File: src/rtl/ps2_pkg.sv
// Shared PS/2 definitions: host-transmitter state encoding, default timing and frame constants.
package ps2_pkg;

  typedef enum logic [2:0] {
    ST_IDLE,
    ST_INHIBIT,
    ST_RTS,
    ST_WAIT_DEV,
    ST_SEND,
    ST_ACK,
    ST_RELEASE,
    ST_ABORT
  } ps2_state_e;

  localparam int PS2_FRAME_BITS       = 11;
  localparam int TIMER_W              = 20;
  localparam int DEF_INHIBIT_CYCLES   = 6000;
  localparam int DEF_START_TIMEOUT    = 750000;
  localparam int DEF_XFER_TIMEOUT     = 100000;
  localparam int DEF_FILTER_LEN       = 8;

  function automatic logic odd_parity(input logic [7:0] d);
    return ~^d;
  endfunction

endpackage

File: src/rtl/ps2_host_tx_if.sv
// Command-byte handshake between a controller and the PS/2 host transmitter.
interface ps2_host_tx_if;
  logic [7:0] tx_data;
  logic       tx_valid;
  logic       tx_ready;
  logic       tx_done;
  logic       tx_ack;
  logic       tx_error;

  modport master (output tx_data, tx_valid, input tx_ready, tx_done, tx_ack, tx_error);
  modport slave  (input tx_data, tx_valid, output tx_ready, tx_done, tx_ack, tx_error);
endinterface

File: src/rtl/ps2_clk_filter.sv
// PS/2 clock conditioning: 2-flop synchroniser, consecutive-sample glitch filter, falling-edge strobe.
module ps2_clk_filter #(
  parameter int FILTER_LEN = 8
) (
  input  logic clk,
  input  logic rst,
  input  logic i_ps2_clk,
  output logic o_clk,
  output logic o_fall
);

  localparam int CNT_W = (FILTER_LEN > 1) ? $clog2(FILTER_LEN) : 1;
  localparam logic [CNT_W-1:0] CNT_LAST = CNT_W'(FILTER_LEN - 1);

  logic [1:0]       r_sync;
  logic [CNT_W-1:0] r_cnt;
  logic             r_filt;
  logic             r_fall;

  // Count samples that disagree with the filtered level; any agreeing sample restarts the run.
  always_ff @(posedge clk or posedge rst) begin
    if (rst) begin
      r_sync <= 2'b11;
      r_cnt  <= '0;
      r_filt <= 1'b1;
      r_fall <= 1'b0;
    end else begin
      r_sync <= {r_sync[0], i_ps2_clk};
      r_fall <= 1'b0;
      if (r_sync[1] == r_filt) begin
        r_cnt <= '0;
      end else if (r_cnt == CNT_LAST) begin
        r_cnt  <= '0;
        r_filt <= r_sync[1];
        r_fall <= r_filt;
      end else begin
        r_cnt <= r_cnt + 1'b1;
      end
    end
  end

  assign o_clk  = r_filt;
  assign o_fall = r_fall;

endmodule

File: src/rtl/ps2_host_tx.sv
// Host-to-device PS/2 transmitter: inhibit, request-to-send, device-clocked serialisation, ACK check.
module ps2_host_tx
  import ps2_pkg::*;
#(
  parameter int INHIBIT_CYCLES       = DEF_INHIBIT_CYCLES,
  parameter int START_TIMEOUT_CYCLES = DEF_START_TIMEOUT,
  parameter int XFER_TIMEOUT_CYCLES  = DEF_XFER_TIMEOUT,
  parameter int FILTER_LEN           = DEF_FILTER_LEN
) (
  input  logic              CLOCK_50,
  input  logic              rst,
  ps2_host_tx_if.slave      tx,
  input  logic              PS2_CLK,
  input  logic              PS2_DAT,
  output logic              ps2_clk_oe,
  output logic              ps2_dat_oe
);

  localparam logic [TIMER_W-1:0] INH_LAST   = TIMER_W'(INHIBIT_CYCLES - 1);
  localparam logic [TIMER_W-1:0] START_LAST = TIMER_W'(START_TIMEOUT_CYCLES - 1);
  localparam logic [TIMER_W-1:0] XFER_LAST  = TIMER_W'(XFER_TIMEOUT_CYCLES - 1);
  localparam logic [3:0]         LAST_FALL  = 4'(PS2_FRAME_BITS - 1);

  logic                   w_clk_f;
  logic                   w_fall;
  logic                   w_dat_s;
  logic                   w_load;
  logic                   w_shift_en;
  logic [1:0]             r_dat_sync;
  ps2_state_e             r_state;
  logic [PS2_FRAME_BITS-1:0] r_shift;
  logic [3:0]             r_bit_cnt;
  logic [TIMER_W-1:0]     r_timer;
  logic                   r_ready;
  logic                   r_done;
  logic                   r_ack;
  logic                   r_error;
  logic                   r_clk_oe;
  logic                   r_dat_oe;

  ps2_clk_filter #(.FILTER_LEN(FILTER_LEN)) u_clk_filter (
    .clk       (CLOCK_50),
    .rst       (rst),
    .i_ps2_clk (PS2_CLK),
    .o_clk     (w_clk_f),
    .o_fall    (w_fall)
  );

  always_ff @(posedge CLOCK_50 or posedge rst) begin
    if (rst) r_dat_sync <= 2'b11;
    else     r_dat_sync <= {r_dat_sync[0], PS2_DAT};
  end

  assign w_dat_s    = r_dat_sync[1];
  assign w_load     = tx.tx_valid & r_ready;
  assign w_shift_en = w_fall & ((r_state == ST_WAIT_DEV) ||
                                ((r_state == ST_SEND) && (r_bit_cnt != LAST_FALL)));

  // Frame shifter is pure data: loaded on accept, advanced on each presenting fall.
  always_ff @(posedge CLOCK_50) begin
    if (w_load)
      r_shift <= {1'b1, odd_parity(tx.tx_data), tx.tx_data};
    else if (w_shift_en)
      r_shift <= {1'b0, r_shift[PS2_FRAME_BITS-1:1]};
  end

  always_ff @(posedge CLOCK_50 or posedge rst) begin
    if (rst) begin
      r_state   <= ST_IDLE;
      r_bit_cnt <= '0;
      r_timer   <= '0;
      r_ready   <= 1'b1;
      r_done    <= 1'b0;
      r_ack     <= 1'b0;
      r_error   <= 1'b0;
      r_clk_oe  <= 1'b0;
      r_dat_oe  <= 1'b0;
    end else begin
      r_done  <= 1'b0;
      r_error <= 1'b0;
      case (r_state)
        ST_IDLE: if (w_load) begin
          r_state   <= ST_INHIBIT;
          r_ready   <= 1'b0;
          r_ack     <= 1'b0;
          r_bit_cnt <= '0;
          r_timer   <= '0;
          r_clk_oe  <= 1'b1;
          r_dat_oe  <= 1'b0;
        end
        ST_INHIBIT: begin
          if (r_timer == INH_LAST) begin
            r_state  <= ST_RTS;
            r_dat_oe <= 1'b1;
          end else begin
            r_timer <= r_timer + 1'b1;
          end
        end
        ST_RTS: begin
          r_state  <= ST_WAIT_DEV;
          r_clk_oe <= 1'b0;
          r_timer  <= '0;
        end
        ST_WAIT_DEV: begin
          if (w_fall) begin
            r_state   <= ST_SEND;
            r_dat_oe  <= ~r_shift[0];
            r_bit_cnt <= 4'd1;
            r_timer   <= '0;
          end else if (r_timer == START_LAST) begin
            r_state  <= ST_ABORT;
            r_error  <= 1'b1;
            r_clk_oe <= 1'b0;
            r_dat_oe <= 1'b0;
          end else begin
            r_timer <= r_timer + 1'b1;
          end
        end
        ST_SEND, ST_ACK, ST_RELEASE: begin
          if (r_timer == XFER_LAST) begin
            r_state  <= ST_ABORT;
            r_error  <= 1'b1;
            r_clk_oe <= 1'b0;
            r_dat_oe <= 1'b0;
          end else begin
            r_timer <= r_timer + 1'b1;
            if (r_state == ST_SEND && w_fall) begin
              if (r_bit_cnt == LAST_FALL) begin
                r_state <= ST_ACK;
              end else begin
                r_dat_oe  <= ~r_shift[0];
                r_bit_cnt <= r_bit_cnt + 1'b1;
              end
            end else if (r_state == ST_ACK) begin
              r_ack   <= ~w_dat_s;
              r_state <= ST_RELEASE;
            end else if (r_state == ST_RELEASE && w_clk_f && w_dat_s) begin
              r_state <= ST_IDLE;
              r_done  <= 1'b1;
              r_ready <= 1'b1;
            end
          end
        end
        ST_ABORT: begin
          r_state  <= ST_IDLE;
          r_ready  <= 1'b1;
          r_clk_oe <= 1'b0;
          r_dat_oe <= 1'b0;
        end
        default: r_state <= ST_IDLE;
      endcase
    end
  end

  assign tx.tx_ready = r_ready;
  assign tx.tx_done  = r_done;
  assign tx.tx_ack   = r_ack;
  assign tx.tx_error = r_error;
  assign ps2_clk_oe  = r_clk_oe;
  assign ps2_dat_oe  = r_dat_oe;

endmodule

File: src/flat_wrapper.sv
// flat-port wrapper written by rule: the top's interface ports become plain ports
module ps2_host_tx_flat import ps2_pkg::*;
#(
  parameter int INHIBIT_CYCLES       = DEF_INHIBIT_CYCLES,
  parameter int START_TIMEOUT_CYCLES = DEF_START_TIMEOUT,
  parameter int XFER_TIMEOUT_CYCLES  = DEF_XFER_TIMEOUT,
  parameter int FILTER_LEN           = DEF_FILTER_LEN
)
  (CLOCK_50, rst, PS2_CLK, PS2_DAT, ps2_clk_oe, ps2_dat_oe, tx_tx_data, tx_tx_valid, tx_tx_ready, tx_tx_done, tx_tx_ack, tx_tx_error);
  ps2_host_tx_if tx_i ();
  input  logic CLOCK_50;
  input  logic rst;
  input  logic PS2_CLK;
  input  logic PS2_DAT;
  output logic ps2_clk_oe;
  output logic ps2_dat_oe;
  input wire logic [$bits(tx_i.tx_data)-1:0] tx_tx_data;
  input wire logic [$bits(tx_i.tx_valid)-1:0] tx_tx_valid;
  output wire logic [$bits(tx_i.tx_ready)-1:0] tx_tx_ready;
  output wire logic [$bits(tx_i.tx_done)-1:0] tx_tx_done;
  output wire logic [$bits(tx_i.tx_ack)-1:0] tx_tx_ack;
  output wire logic [$bits(tx_i.tx_error)-1:0] tx_tx_error;
  assign tx_i.tx_data = tx_tx_data;
  assign tx_i.tx_valid = tx_tx_valid;
  assign tx_tx_ready = tx_i.tx_ready;
  assign tx_tx_done = tx_i.tx_done;
  assign tx_tx_ack = tx_i.tx_ack;
  assign tx_tx_error = tx_i.tx_error;
  ps2_host_tx #(.INHIBIT_CYCLES(INHIBIT_CYCLES), .START_TIMEOUT_CYCLES(START_TIMEOUT_CYCLES), .XFER_TIMEOUT_CYCLES(XFER_TIMEOUT_CYCLES), .FILTER_LEN(FILTER_LEN)) u_core (.CLOCK_50(CLOCK_50), .rst(rst), .tx(tx_i), .PS2_CLK(PS2_CLK), .PS2_DAT(PS2_DAT), .ps2_clk_oe(ps2_clk_oe), .ps2_dat_oe(ps2_dat_oe));
endmodule
File: config.mk
export PLATFORM = sky130hd
export DESIGN_NAME = ps2_host_tx_flat
export DESIGN_NICKNAME = d
export VERILOG_FILES = /design/src/rtl/ps2_pkg.sv /design/src/rtl/ps2_host_tx_if.sv /design/src/rtl/ps2_clk_filter.sv /design/src/rtl/ps2_host_tx.sv /design/src/flat_wrapper.sv
export SDC_FILE = /design/constraint.sdc
export NUM_CORES = 1
export LEC_CHECK = 0
export CAP_MARGIN = 20
export CORE_AREA = 5 5 94 96
export CTS_BUF_LIST = sky130_fd_sc_hd__clkbuf_8
export DETAILED_ROUTE_END_ITERATION = 8
export DIE_AREA = 0 0 99 101
export PLACE_DENSITY = 0.55
export SYNTH_ARGS = -nofsm -noshare
export SYNTH_HDL_FRONTEND = slang
export SYNTH_HIERARCHICAL = 1
export SYNTH_SLANG_ARGS = --single-unit
export TNS_END_PERCENT = 5
File: constraint.sdc
create_clock -name CLOCK_50 -period 7 [get_ports CLOCK_50]
set_input_delay 2.1 -clock CLOCK_50 [delete_from_list [all_inputs] [get_ports CLOCK_50]]
set_output_delay 2.1 -clock CLOCK_50 [all_outputs]
set_load 0.02 [all_outputs]
# Word level (Yosys, flattened, before mapping)
# Index checks and enable logic that the tools add are counted.
# word_totals
word_cells	140
output_inout_bits	6
input_bits	13
regBits	52
# classes
eq_ne	34
bitwise_logic	5
addsub	3
n_reduce_logical	24
n_mux	58
# ops
cell	n
two-way mux 20 bit	5
case mux 20 bit (5 select lines)	1
two-way mux 3 bit	11
two-way mux 1 bit	27
adder 20 x 1 -> 20 bit (second input constant)	1
== test 20 x 13 -> 1 bit (second input constant)	1
== test 20 x 17 -> 1 bit (second input constant)	1
== test 20 bit (second input constant)	1
two-way mux 4 bit	5
AND reduction 5 bit	4
two-way mux 9 bit	2
case mux 3 bit (6 select lines)	1
AND reduction 6 bit	3
inequality test 2 bit (second input constant)	8
== test 3 bit (second input constant)	5
inequality test 2 x 1 -> 1 bit (second input constant)	6
case mux 4 bit (3 select lines)	1
nonzero test 5 bit	2
XNOR reduction 8 bit	1
== test 3 x 2 -> 1 bit (second input constant)	2
inequality test 3 bit (second input constant)	2
nonzero test 3 bit	2
inequality test 5 x 1 -> 1 bit (second input constant)	1
case mux 1 bit (5 select lines)	1
other kinds (22)	30

# Longest topological paths before layout
# depth
depth_word	8
depth_mapped	8
mapped_depth_nobuf	7

# Modules after synthesis
# The synthesis kept the hierarchy.
# by_module_without_submodules
module	cells_each	instances	seq_area_each_um2	area_per_inst_um2
ps2_host_tx	297	1	1169.9	2832.7
ps2_clk_filter	16	1	178.9	262.8

# Worst setup path before layout
# Ideal clock, no wire load.
# synth_timing
path_type	input port to flip-flop
from	in tx_tx_valid
to	reg u_core.r_timer[3]
arrival_time_ns	3.421
n_path_buf	2
setup_slack_ns	3.484
required_ns	6.905
cell_stages	6
setup_ns	0.095
path_cell_list	a21oi_1 -> a31o_2 -> or4_1 -> buf_4 -> buf_4 -> o31ai_1
# synth_via
elab_chain_len	3
# synth_rtl
item	line_no	text
start, declared	flat_wrapper.sv:18	input wire logic [$bits(tx_i.tx_valid)-1:0] tx_tx_valid;
AND 1 bit	ps2_host_tx.sv:55	assign w_load = tx.tx_valid & r_ready;
inequality test 2 x 1 -> 1 bit (no line)	--	
AND reduction 5 bit (no line)	--	
end signal, assigned	ps2_host_tx.sv:96	r_timer <= r_timer + 1'b1;
end signal, assigned	ps2_host_tx.sv:116	r_timer <= r_timer + 1'b1;
end signal, assigned	ps2_host_tx.sv:126	r_timer <= r_timer + 1'b1;
end, declared	ps2_host_tx.sv:33	logic [TIMER_W-1:0] r_timer;
# Every way passes these cells.
# A chain may end at the register's enable or synchronous reset.

# Worst setup path after layout
# layout_timing
from	in tx_tx_valid
to	reg u_core.r_timer[11]
# The elaborated chain is that of the path after synthesis.

==> metrics.yaml <==
drt:
  wire_per_inst_um: 17.2
  drc_errors: 0
  via_per_inst: 5.94
  first_iter_violations: 266
  num_vias: 2544
  routed_wl_um: 7340
  first_pass_iters: 4
  ant_nets: 0
synthesis:
  yosysTopAreaCell: "dfrtp_1"
  netlist.area_leader.share: 0.291
  avgSynthCellArea_um2: 9.89
  syn-cell-area_um2: 3100
  ys_async_sr_fraction: 0.808
  syn_nets: 331
  synth_cell_types: 66
  ys.flop_type: "dfrtp_1"
  synth_edf_count: 9
  synthCells: 313
  ys_ff_latch: 52
  synth_area_leaders: "dfrtp_1, edfxtp_1, o41ai_1"
  synth-warning-count: 6
  seq_area_frac_synth: 0.436
sta:
  maxSlewViolCount: 0
  rsz0062_at_grt: "false"
  setup-tns-final_ns: 0
  tightest_slew_ns: 0.928
  finClkSkew_ns: 0.00963
  fmax_mhz: 233
  max_slew_margin: 0.376
  finalCritPeriodShare: 0.612
  fin_crit_ns: 4.28
  finalSetupViolCount: 0
  layout_setup_ws_ns: 2.72
  finalHoldViolations: 0
grt:
  antenna_found_initial: 0
  grt_max_degree: 36
  grtUsageMet2: 0.236
  gr-usage-met1: 0.222
  grt_pass1_wl_um: 12600
  globalRouteOverflowTotal: 0
  top_usage_layer: "met2"
  grt_usage: 0.153
  grt_pass1_vias: 2431
  met3_usage: 0.0256
clocking:
  cts_inserted_buffers: 5
  postCtsResizedCells: 0
  cts_setup_buffers: 0
  cts.sinks: 52
  cts_root_buf: "clkbuf_8"
  hold_buffers: 0
  clkTransAtPathRegs_ns: 0.09
  cts_tree: "built"
  cts.path.max_buffers: 2
  clock_latency_ns: 0.31
  cts_max_level: 2
floorplanning:
  die-area_um2: 10000
  io_pins: 19
  fp-row-count: 33
  start_util: 0.388
  fp.coreArea_um2: 7970
  die_w_um: 99
  floorplan.die.height_um: 101
worst_setup_path:
  crit_path_start_kind: "input pin"
  cp_max_fo: 20
  crit_arrival_ns: 4.48
  r2r_slack_ns: 3.85
  worstSetupPathType: "input pin to register"
  r2r_end: "u_core/r_timer[10]"
  cp_slowest_stage_delay_ns: 0.86
  endpoint_kind: "register"
  cp-startpoint: "tx_tx_valid"
  crit_required_ns: 7.19
  r2r_start: "u_core/r_timer[0]"
  r2r_cells: 6
  cpMaxStageDelayCell: "or4_1"
  crit_chain: "clkdlybuf4s50_1 > a21oi_1 > a31o_2 > or4_1 > o41ai_1"
power:
  power.internal_mw: 0.525
  clkPwrFrac: 0.283
  pwr-share-seq: 0.544
  power.switching_mw: 0.215
  switching_share: 0.291
  vdd_ir_drop_max_uv: 111
  powerDensity_nw_per_um2: 214
  combPwrFrac: 0.173
  p_leak_nw: 1.29
placement:
  pre_cts_slack_ns: 2.42
  dpl.hpwl_um: 5110
  io_buffers: 18
  routabilityCongestion: 0.843
final_layout:
  final_common_cell: "dfrtp_1"
  drive_above_1_share: 0.108
  synthToLayoutAreaGrowth_pct: 11.5
  diodes: 0
  fill_cells: 775
  fin_nets: 340
  final_cell_mix: "dfrtp_1, nand2_1, nor2_1, o41ai_1, clkdlybuf4s50_1"
min_path:
  worstHoldPathType: "register to register"
  hp-start: "u_core/u_clk_filter/r_sync[0]"
  worstHoldPathCells: 0
  min_to: "u_core/u_clk_filter/r_sync[1]"
flow_run:
  maxCapViolations: 0
run_status:
  status: "completed"
## power by group through the flow
stage | clock network, mW | registers (mW) | logic [mW]
2_1_floorplan | 0 | 0.389 | 0.103
3_3_place_gp | 0 | 0.406 | 0.127
3_5_place_dp | 0 | 0.407 | 0.130
4_1_cts | 0.220 | 0.402 | 0.131
5_1_grt | 0.230 | 0.408 | 0.146
6_report | 0.209 | 0.402 | 0.128
## Yosys cell counts, types with 6 or more instances
cell and number:
a21oi_1 16, buf_2 6, clkbuf_1 10, dfrtp_1 36, dfstp_2 6, edfxtp_1 9, inv_1 9, mux2_2 11
nand2_1 24, nand2b_1 7, nand3_1 12, nor2_1 19, o21ai_0 11, o31ai_1 9, o41ai_1 19, xnor2_1 6
## metal layers
metal / routed length (um) / part of all wire
met1: 3580 / 0.49
met2: 3340 / 0.46
met3: 341 / 0.046
met4: 78 / 0.011
met5: 0 / 0
## cells by family after synthesis
logic type	after synthesis	share of synthesized area
fa+ha+maj	5	0.0202
simple gates	111	0.204
buf+inv	29	0.0412
mux	14	0.0505
flops	52	0.436
compound gates	94	0.226
xor+xnor	8	0.0226
## metrics by stage
stage	cell area (um^2)	instances	total power, mW	util	hold WS [ns]
after floorplan	3100	313	0.492	-	0.345
after global placement	3340	420	0.533	0.419	0.346
after detailed placement	3340	420	0.538	0.419	0.348
after CTS	3450	428	0.752	0.433	0.362
after global routing	3450	428	0.784	0.433	0.364
final	3450	428	0.740	0.433	0.360
## state kept, by name (all words and copies together), names as in the netlist
signal                      count
u_core/r_shift                 10
u_core/tx.tx_ack                1
u_core/tx.tx_error              1
u_core/u_clk_filter/r_cnt       3
u_core/u_clk_filter/o_clk       1
u_core/r_state                  3
u_core/ps2_clk_oe               1
u_core/ps2_dat_oe               1
u_core/tx.tx_done               1
u_core/r_bit_cnt                4
u_core/tx.tx_ready              1
u_core/u_clk_filter/o_fall      1
u_core/u_clk_filter/r_sync      2
u_core/r_dat_sync               2
u_core/r_timer                 20
## worst max-delay path, delay by kind of cell
family	cells	cell delay, ns
compound gates	3	0.99
buf+inv	1	0.51
simple gates	1	0.86
## layout make-up
class | instances | area, um^2 | share of cell area
multi-input combinational | 232 | 1620 | 0.469
sequential | 52 | 1350 | 0.391
timing repair buffer | 21 | 203 | 0.0587
tap | 105 | 131 | 0.0381
clock buffer | 5 | 68.8 | 0.0199
clock inverter | 3 | 42.5 | 0.0123
inverter | 10 | 37.5 | 0.0109
## worst max-delay path by stage
| stage | endpoint | slack [ns] |
|---|---|---|
| after floorplan | u_core/r_timer[3] | 3.48 |
| after global placement | u_core/r_timer[10] | 2.45 |
| after detailed placement | u_core/r_timer[10] | 2.42 |
| after CTS | u_core/r_timer[10] | 2.74 |
| after global routing | u_core/r_timer[10] | 2.62 |
| final | u_core/r_timer[11] | 2.72 |
Note: power is estimated with default switching activity, not from simulation.
